[src/rtl/dmem_port_arbiter_if.sv]
// Shared D-MEM bus bundle: pipeline port P, debug port D and the memory-side signals.
// The arbiter takes the slave view; requesters and the memory array take the master view.
interface dmem_port_arbiter_if #(
  parameter int unsigned DBITS = 32
);
  logic             p_req;
  logic             p_we;
  logic [DBITS-1:0] p_addr;
  logic [DBITS-1:0] p_wdata;
  logic             p_gnt;
  logic             p_stall;
  logic             p_rvalid;
  logic [DBITS-1:0] p_rdata;

  logic             d_req;
  logic             d_we;
  logic [DBITS-1:0] d_addr;
  logic [DBITS-1:0] d_wdata;
  logic             d_gnt;
  logic             d_rvalid;
  logic [DBITS-1:0] d_rdata;

  logic             mem_en;
  logic             mem_we;
  logic [DBITS-1:0] mem_addr;
  logic [DBITS-1:0] mem_wdata;
  logic [DBITS-1:0] mem_rdata;

  modport slave (
    input  p_req, p_we, p_addr, p_wdata,
    output p_gnt, p_stall, p_rvalid, p_rdata,
    input  d_req, d_we, d_addr, d_wdata,
    output d_gnt, d_rvalid, d_rdata,
    output mem_en, mem_we, mem_addr, mem_wdata,
    input  mem_rdata
  );

  modport master (
    output p_req, p_we, p_addr, p_wdata,
    input  p_gnt, p_stall, p_rvalid, p_rdata,
    output d_req, d_we, d_addr, d_wdata,
    input  d_gnt, d_rvalid, d_rdata,
    input  mem_en, mem_we, mem_addr, mem_wdata,
    output mem_rdata
  );
endinterface

[src/rtl/dmem_port_arbiter.sv]
// Fixed-priority D-MEM arbiter (pipeline over debug) with a starvation guard that
// forces a debug grant after MAX_WAIT denials, plus 1-cycle read-return routing.
module dmem_port_arbiter #(
  parameter int unsigned DBITS    = 32,
  parameter int unsigned MAX_WAIT = 4
) (
  input  logic                 clk,
  input  logic                 reset,
  dmem_port_arbiter_if.slave   bus,
  output logic [3:0]           wait_cnt_o
);

  localparam logic [3:0] MAX_W = 4'(MAX_WAIT);

  logic [3:0] wait_cnt_q, wait_cnt_d;
  logic       pend_p_q, pend_p_d;
  logic       pend_d_q, pend_d_d;
  logic       force_d;
  logic       p_gnt;
  logic       d_gnt;

  always_comb begin
    force_d = bus.d_req && (wait_cnt_q == MAX_W);
    p_gnt   = bus.p_req && !force_d;
    d_gnt   = bus.d_req && !p_gnt;

    bus.p_gnt   = p_gnt;
    bus.d_gnt   = d_gnt;
    bus.p_stall = bus.p_req && !p_gnt;

    bus.mem_en    = p_gnt || d_gnt;
    bus.mem_we    = 1'b0;
    bus.mem_addr  = '0;
    bus.mem_wdata = '0;
    if (p_gnt) begin
      bus.mem_we    = bus.p_we;
      bus.mem_addr  = bus.p_addr;
      bus.mem_wdata = bus.p_wdata;
    end else if (d_gnt) begin
      bus.mem_we    = bus.d_we;
      bus.mem_addr  = bus.d_addr;
      bus.mem_wdata = bus.d_wdata;
    end

    // Counter only survives while D keeps requesting and keeps losing.
    wait_cnt_d = '0;
    if (bus.d_req && !d_gnt)
      wait_cnt_d = (wait_cnt_q == MAX_W) ? wait_cnt_q : wait_cnt_q + 4'd1;

    pend_p_d = p_gnt && !bus.p_we;
    pend_d_d = d_gnt && !bus.d_we;

    bus.p_rvalid = pend_p_q;
    bus.d_rvalid = pend_d_q;
    bus.p_rdata  = pend_p_q ? bus.mem_rdata : '0;
    bus.d_rdata  = pend_d_q ? bus.mem_rdata : '0;
    wait_cnt_o   = wait_cnt_q;
  end

  always_ff @(posedge clk) begin
    if (reset) begin
      wait_cnt_q <= '0;
      pend_p_q   <= 1'b0;
      pend_d_q   <= 1'b0;
    end else begin
      wait_cnt_q <= wait_cnt_d;
      pend_p_q   <= pend_p_d;
      pend_d_q   <= pend_d_d;
    end
  end

endmodule

[src/flat_wrapper.sv]
// flat-port wrapper written by rule: the top's interface ports become plain ports
module dmem_port_arbiter_flat 
#(
  parameter int unsigned DBITS    = 32,
  parameter int unsigned MAX_WAIT = 4
)
  (clk, reset, wait_cnt_o, bus_p_req, bus_p_we, bus_p_addr, bus_p_wdata, bus_p_gnt, bus_p_stall, bus_p_rvalid, bus_p_rdata, bus_d_req, bus_d_we, bus_d_addr, bus_d_wdata, bus_d_gnt, bus_d_rvalid, bus_d_rdata, bus_mem_en, bus_mem_we, bus_mem_addr, bus_mem_wdata, bus_mem_rdata);
  dmem_port_arbiter_if #(.DBITS(DBITS)) bus_i ();
  input  logic clk;
  input  logic reset;
  output logic [3:0] wait_cnt_o;
  input wire logic [$bits(bus_i.p_req)-1:0] bus_p_req;
  input wire logic [$bits(bus_i.p_we)-1:0] bus_p_we;
  input wire logic [$bits(bus_i.p_addr)-1:0] bus_p_addr;
  input wire logic [$bits(bus_i.p_wdata)-1:0] bus_p_wdata;
  output wire logic [$bits(bus_i.p_gnt)-1:0] bus_p_gnt;
  output wire logic [$bits(bus_i.p_stall)-1:0] bus_p_stall;
  output wire logic [$bits(bus_i.p_rvalid)-1:0] bus_p_rvalid;
  output wire logic [$bits(bus_i.p_rdata)-1:0] bus_p_rdata;
  input wire logic [$bits(bus_i.d_req)-1:0] bus_d_req;
  input wire logic [$bits(bus_i.d_we)-1:0] bus_d_we;
  input wire logic [$bits(bus_i.d_addr)-1:0] bus_d_addr;
  input wire logic [$bits(bus_i.d_wdata)-1:0] bus_d_wdata;
  output wire logic [$bits(bus_i.d_gnt)-1:0] bus_d_gnt;
  output wire logic [$bits(bus_i.d_rvalid)-1:0] bus_d_rvalid;
  output wire logic [$bits(bus_i.d_rdata)-1:0] bus_d_rdata;
  output wire logic [$bits(bus_i.mem_en)-1:0] bus_mem_en;
  output wire logic [$bits(bus_i.mem_we)-1:0] bus_mem_we;
  output wire logic [$bits(bus_i.mem_addr)-1:0] bus_mem_addr;
  output wire logic [$bits(bus_i.mem_wdata)-1:0] bus_mem_wdata;
  input wire logic [$bits(bus_i.mem_rdata)-1:0] bus_mem_rdata;
  assign bus_i.p_req = bus_p_req;
  assign bus_i.p_we = bus_p_we;
  assign bus_i.p_addr = bus_p_addr;
  assign bus_i.p_wdata = bus_p_wdata;
  assign bus_p_gnt = bus_i.p_gnt;
  assign bus_p_stall = bus_i.p_stall;
  assign bus_p_rvalid = bus_i.p_rvalid;
  assign bus_p_rdata = bus_i.p_rdata;
  assign bus_i.d_req = bus_d_req;
  assign bus_i.d_we = bus_d_we;
  assign bus_i.d_addr = bus_d_addr;
  assign bus_i.d_wdata = bus_d_wdata;
  assign bus_d_gnt = bus_i.d_gnt;
  assign bus_d_rvalid = bus_i.d_rvalid;
  assign bus_d_rdata = bus_i.d_rdata;
  assign bus_mem_en = bus_i.mem_en;
  assign bus_mem_we = bus_i.mem_we;
  assign bus_mem_addr = bus_i.mem_addr;
  assign bus_mem_wdata = bus_i.mem_wdata;
  assign bus_i.mem_rdata = bus_mem_rdata;
  dmem_port_arbiter #(.DBITS(DBITS), .MAX_WAIT(MAX_WAIT)) u_core (.clk(clk), .reset(reset), .bus(bus_i), .wait_cnt_o(wait_cnt_o));
endmodule
[config.mk]
export PLATFORM = sky130hd
export DESIGN_NAME = dmem_port_arbiter_flat
export DESIGN_NICKNAME = d
export VERILOG_FILES = /design/src/rtl/dmem_port_arbiter_if.sv /design/src/rtl/dmem_port_arbiter.sv /design/src/flat_wrapper.sv
export SDC_FILE = /design/constraint.sdc
export NUM_CORES = 1
export LEC_CHECK = 0
export BUFFER_PORTS_ARGS = -buffer_cell sky130_fd_sc_hd__clkbuf_2
export CORE_AREA = 5 5 116 118
export CTS_CLUSTER_SIZE = 40
export DETAILED_ROUTE_END_ITERATION = 12
export DIE_AREA = 0 0 121 123
export PLACE_DENSITY = 0.54
export SLEW_MARGIN = 5
export SYNTH_ARGS = -nofsm -noshare
export SYNTH_HDL_FRONTEND = slang
export SYNTH_SLANG_ARGS = --single-unit
export TNS_END_PERCENT = 5
[constraint.sdc]
create_clock -name clk -period 2.1 [get_ports clk]
set_input_delay 0.21 -clock clk [delete_from_list [all_inputs] [get_ports clk]]
set_output_delay 0.21 -clock clk [all_outputs]
set_load 0.02 [all_outputs]
; Word level (Yosys, flattened, before mapping)
; Cells that the tools add are included.
[totals]
register_bits = 6
input_bits = 166
out_inout_bits = 139
word_cells = 28
[classes]
n_addsub = 1
eq_ne = 1
mux = 8
n_bitwise = 1
reduce_logical = 14
[op_table]
columns = op, count
row1 = two-way mux 32 bit, 6
row2 = logical AND 1 bit, 7
row3 = zero test 1 bit, 5
row4 = "adder 4 x 1 -> 4 bit, second input constant", 1
row5 = "== test 4 x 3 -> 1 bit, second input constant", 1
row6 = two-way mux 1 bit, 2
row7 = OR reduction 2 bit, 1
row8 = logical OR 1 bit, 1
row9 = NOT 1 bit, 1

; Logic depth before layout (Yosys ltp)
[depth]
depth_word = 10
mapped_depth = 7
mapped_depth_nobuf = 6

; Least setup slack after synthesis
; No wires, ideal clock.
[synth_path]
kind = register -> output
startpoint = reg u_core.wait_cnt_q[0] (netlist: u_core.wait_cnt_o[0])
endpoint = out bus_mem_wdata[10]
arrival_ns = 1.738
t_required_ns = 1.890
setup_slack_ns = 0.152
path_stages_with_launch = 8
path_buffers = 2
path_cell_list = dfxtp_1 -> inv_1 -> ha_1 -> nand3b_1 -> o21ai_2 -> buf_6 -> buf_6 -> mux2i_1
[synth_between]
elab_chain_len = 8
[synth_rtl]
columns = element, line
row1 = "start, declared", dmem_port_arbiter.sv:15  ; logic [3:0] wait_cnt_q, wait_cnt_d;
row2 = "start signal, assigned", dmem_port_arbiter.sv:66  ; wait_cnt_q <= wait_cnt_d;
row3 = == test 4 x 3 -> 1 bit *, dmem_port_arbiter.sv:23  ; force_d = bus.d_req && (wait_cnt_q == MAX_W);
row4 = logical AND 1 bit *, dmem_port_arbiter.sv:23
row5 = zero test 1 bit *, dmem_port_arbiter.sv:24  ; p_gnt = bus.p_req && !force_d;
row6 = logical AND 1 bit *, dmem_port_arbiter.sv:24
row7 = zero test 1 bit, dmem_port_arbiter.sv:25  ; d_gnt = bus.d_req && !p_gnt;
row8 = logical AND 1 bit, dmem_port_arbiter.sv:25
row9 = two-way mux 32 bit, dmem_port_arbiter.sv:39  ; end else if (d_gnt) begin
row10 = two-way mux 32 bit *, dmem_port_arbiter.sv:35  ; if (p_gnt) begin
row11 = "end, declared", flat_wrapper.sv:30  ; output wire logic [$bits(bus_i.mem_wdata)-1:0] bus_mem_wdata;
; Mark *: on every way between the ends. The rest lies on a longest branch, timed or not.

; Worst setup path in the final report
[layout_path]
startpoint = reg u_core.wait_cnt_q[1] (netlist: u_core.wait_cnt_o[1])
endpoint = out bus_mem_wdata[5]
; Same word-level chain as after synthesis.

==> metrics.md <==
| Metric | Value |
|---|---|
| Sequential power share | 0.099 |
| Critical path data arrival time | 1.84 ns |
| Die Y | 123 um |
| Worst reg-to-reg setup slack | 0.48 ns |
| Cts hold-fix bufs | 0 |
| Design Area, Final | 0.00395 mm2 |
| Final Hold Viols | 0 |
| Syn. warnings | 0 |
| Routed WL | 9620 um |
| Drt pass-1 iters | 4 |
| Vias in the first global route | 2859 |
| Ratio of cells with drive above 1 in the final layout | 0.541 |
| Initial antenna violation count | 0 |
| Chip width | 121 um |
| Full die area | 0.0149 mm2 |
| Flops & latches, synth | 6 |
| Post-DR wirelength/cell | 12.2 um |
| Max-slew violations | 0 |
| # setup viols final | 0 |
| Clk sinks | 6 |
| Metal-1 WL | 3530 um |
| Max layer used | met4 |
| Placed Area | 0.00363 mm2 |
| Netlist cell types | 22 |
| Synth Flop Type | dfxtp_1 |
| EDFF count, synth | 0 |
| Std-Cell Rows | 41 |
| WL met2 | 5050 um |
| Proportion of synthesized chip area in sequential cells | 0.0622 |
| Clock power frac | 0.259 |
| Gp weighted congestion | 0.745 |
| GRT Total Usage | 0.114 |
| Ant. Diodes | 0 |
| CP Class | reg -> out |
| Starting density of the core | 0.156 |
| Async SR Flop Fraction | 0 |
| Fin crit period | 2.05 ns |
| # fillers | 1393 |
| Net Sw Frac | 0.400 |
| Deepest clock path buffer count | 2 |
| Max VDD drop | 0.000148 V |
| Worst-Skew Late Latency | 0.23 ns |
| Worst rel slew slack | 0.733 |
| PD cells | 299 mW/mm2 |
| Reg2reg start | u_core.wait_cnt_o[1]$_SDFFE_PP0P_ |
| Worst setup EP type | output port |
| Drc violations | 0 |
| P&R area growth vs syn | 105% |
| Max_cap viols | 0 |
| RSZ-0062 raised after global routing | yes |
| Highest clock rate | 489 MHz |
| Period Utilization, post-route | 0.975 |
| CP startpoint kind | flip-flop |
| Net Sw Power | 474 uW |
| Gr ovfl total | 0 |
| Hold crit path type | in -> reg |
| CP Max Fanout | 8 |
| Static leakage | 0.00266 uW |
| H-tree depth | 1 |
| Via Count | 2953 |
| Mapped Cells | 313 |
| Status | finished clean |
| DR WL met3 | 1010 um |
| Largest net degree at the start of global routing | 38 |
| Gate power share | 0.642 |
| Detail Route Antenna Nets | 0 |
| R2r worst-path depth | 7 |
| Core Region | 0.0124 mm2 |
| Global-route wire length before repair | 13800 um |
| Syn_area_per_cell | 6.17 um2 |
| Clk_skew | 0.00142 ns |
| Detailed-route vias per instance | 3.75 |
| Pint | 710 uW |
| R2R Path End | u_core.wait_cnt_o[2]$_SDFFE_PP0P_ |
| Worst slew pin tran | 0.401 ns |
| Hold EP | u_core.bus.d_rvalid$_SDFF_PP0_ |
| Fin cells | 787 |
| CTS tree | yes |
| Setup TNS | 0 ns |
| I/O Pins | 305 |
| Post-Syn Area | 0.00193 mm2 |
| PortBufs | 304 |
| Hold path start | bus_d_we |
| Worst Hold Depth | 2 |
| CTS clk-pin slew, worst paths | 0.03 ns |
| Synthesized net count | 481 |
| CP required | 1.89 ns |
| CTS buffer count | 3 |
| NumNets Final | 785 |
| Total power | 1180 uW |
| Inst Count DP | 775 |
| HPWL after DPL | 8220 um |
| DR iter-0 viols | 85 |
| Root Buffer | clkbuf_16 |
==> state kept, by name, summed over array words and instances, names as in the netlist <==
signal,count
u_core.wait_cnt_o,4
u_core.bus.d_rvalid,1
u_core.bus.p_rvalid,1
==> synth_stat cells (2+ instances only) <==
master	instances	area, um2
and2_1	64	400
buf_1	2	7.51
buf_4	3	22.5
buf_6	4	45.0
clkbuf_1	10	37.5
dfxtp_1	6	120
ha_1	2	25.0
inv_1	69	259
inv_2	2	7.51
mux2i_1	66	661
nand2_1	67	251
nor2_1	7	26.3
nor3_1	2	10.0
==> cell families after synthesis <==
kind of cell,synth area share
adder cells (fa/ha/maj),0.0130
AO/OA/AOI/OAI,0.00712
AND/OR/NAND/NOR,0.377
flip-flops,0.0622
buffers and inverters,0.199
multiplexers,0.342
==> critical path: stages (launching register included) <==
cell and delay, ns:
dfxtp_4 0.34, inv_2 0.06, ha_4 0.12, nand3b_1 0.13
o21ai_4 0.19, buf_12 0.14, buf_12 0.11, buf_16 0.14
mux2i_2 0.20, buf_4 0.17
==> area by class of cell <==
cell class	instances	area [um2]	area share
inverters	71	269	0.0680
repair buffers	319	1810	0.458
clock buffers	3	75.1	0.0190
flip-flops and latches	6	128	0.0323
multi-input cells	216	1460	0.368
well taps	172	215	0.0544
==> stage by stage <==
stage	hold slack (ns)	util	setup slack [ns]
6_report	0.166	0.320	0.0530
5_1_grt	0.172	0.320	-0.0285
4_1_cts	0.165	0.315	0.000606
3_5_place_dp	0.402	0.293	0.161
3_3_place_gp	0.395	0.293	0.219
2_1_floorplan	0.287	-	0.152
==> placed cells by master (no fill, tap or decap), types with 2 or more instances in the layout <==
cell type	instances
nand2_1	67
clkbuf_4	3
mux2i_1	64
inv_2	3
nor2_1	7
mux2i_2	2
dfxtp_1	4
clkbuf_16	3
buf_4	32
buf_2	8
clkbuf_2	269
dfxtp_4	2
buf_12	4
and2_1	64
nor3_1	2
buf_16	3
inv_1	67
==> routing by layer <==
layer | track usage | vias to the layer above
met3 | 0.0284 | 4
met2 | 0.221 | 173
met5 | 0 | -
met1 | 0.128 | 1237
met4 | 0.0177 | 0
li1 | - | 1539
==> worst max-delay path by stage <==
| stage | startpoint | depth (start not counted) | to | slack [ns] |
|---|---|---|---|---|
| 2_1_floorplan | u_core.wait_cnt_o[0]$_SDFFE_PP0P_ | 7 | bus_mem_wdata[10] | 0.15 |
| 3_3_place_gp | u_core.wait_cnt_o[0]$_SDFFE_PP0P_ | 7 | bus_mem_addr[27] | 0.22 |
| 3_5_place_dp | u_core.wait_cnt_o[0]$_SDFFE_PP0P_ | 7 | bus_mem_addr[31] | 0.16 |
| 4_1_cts | u_core.wait_cnt_o[0]$_SDFFE_PP0P_ | 8 | bus_mem_addr[31] | 0.0006 |
| 5_1_grt | u_core.wait_cnt_o[1]$_SDFFE_PP0P_ | 9 | bus_mem_wdata[16] | -0.03 |
| 6_report | u_core.wait_cnt_o[1]$_SDFFE_PP0P_ | 9 | bus_mem_wdata[5] | 0.05 |
==> power by group through the flow <==
stage | sequential (uW) | clock (uW) | combinational, uW
5_1_grt | 117 | 323 | 829
2_1_floorplan | 124 | 0 | 382
3_3_place_gp | 120 | 0 | 702
4_1_cts | 119 | 311 | 754
3_5_place_dp | 121 | 0 | 704
6_report | 117 | 306 | 760
==> repair_timing <==
item,4_1_cts,5_1_grt
pin swaps,2,2
setup buffers,4,2
gates resized for setup,25,48
setup endpoints to repair,64,66
gates cloned,3,0
No activity file was read; power rests on OpenSTA's default activity.
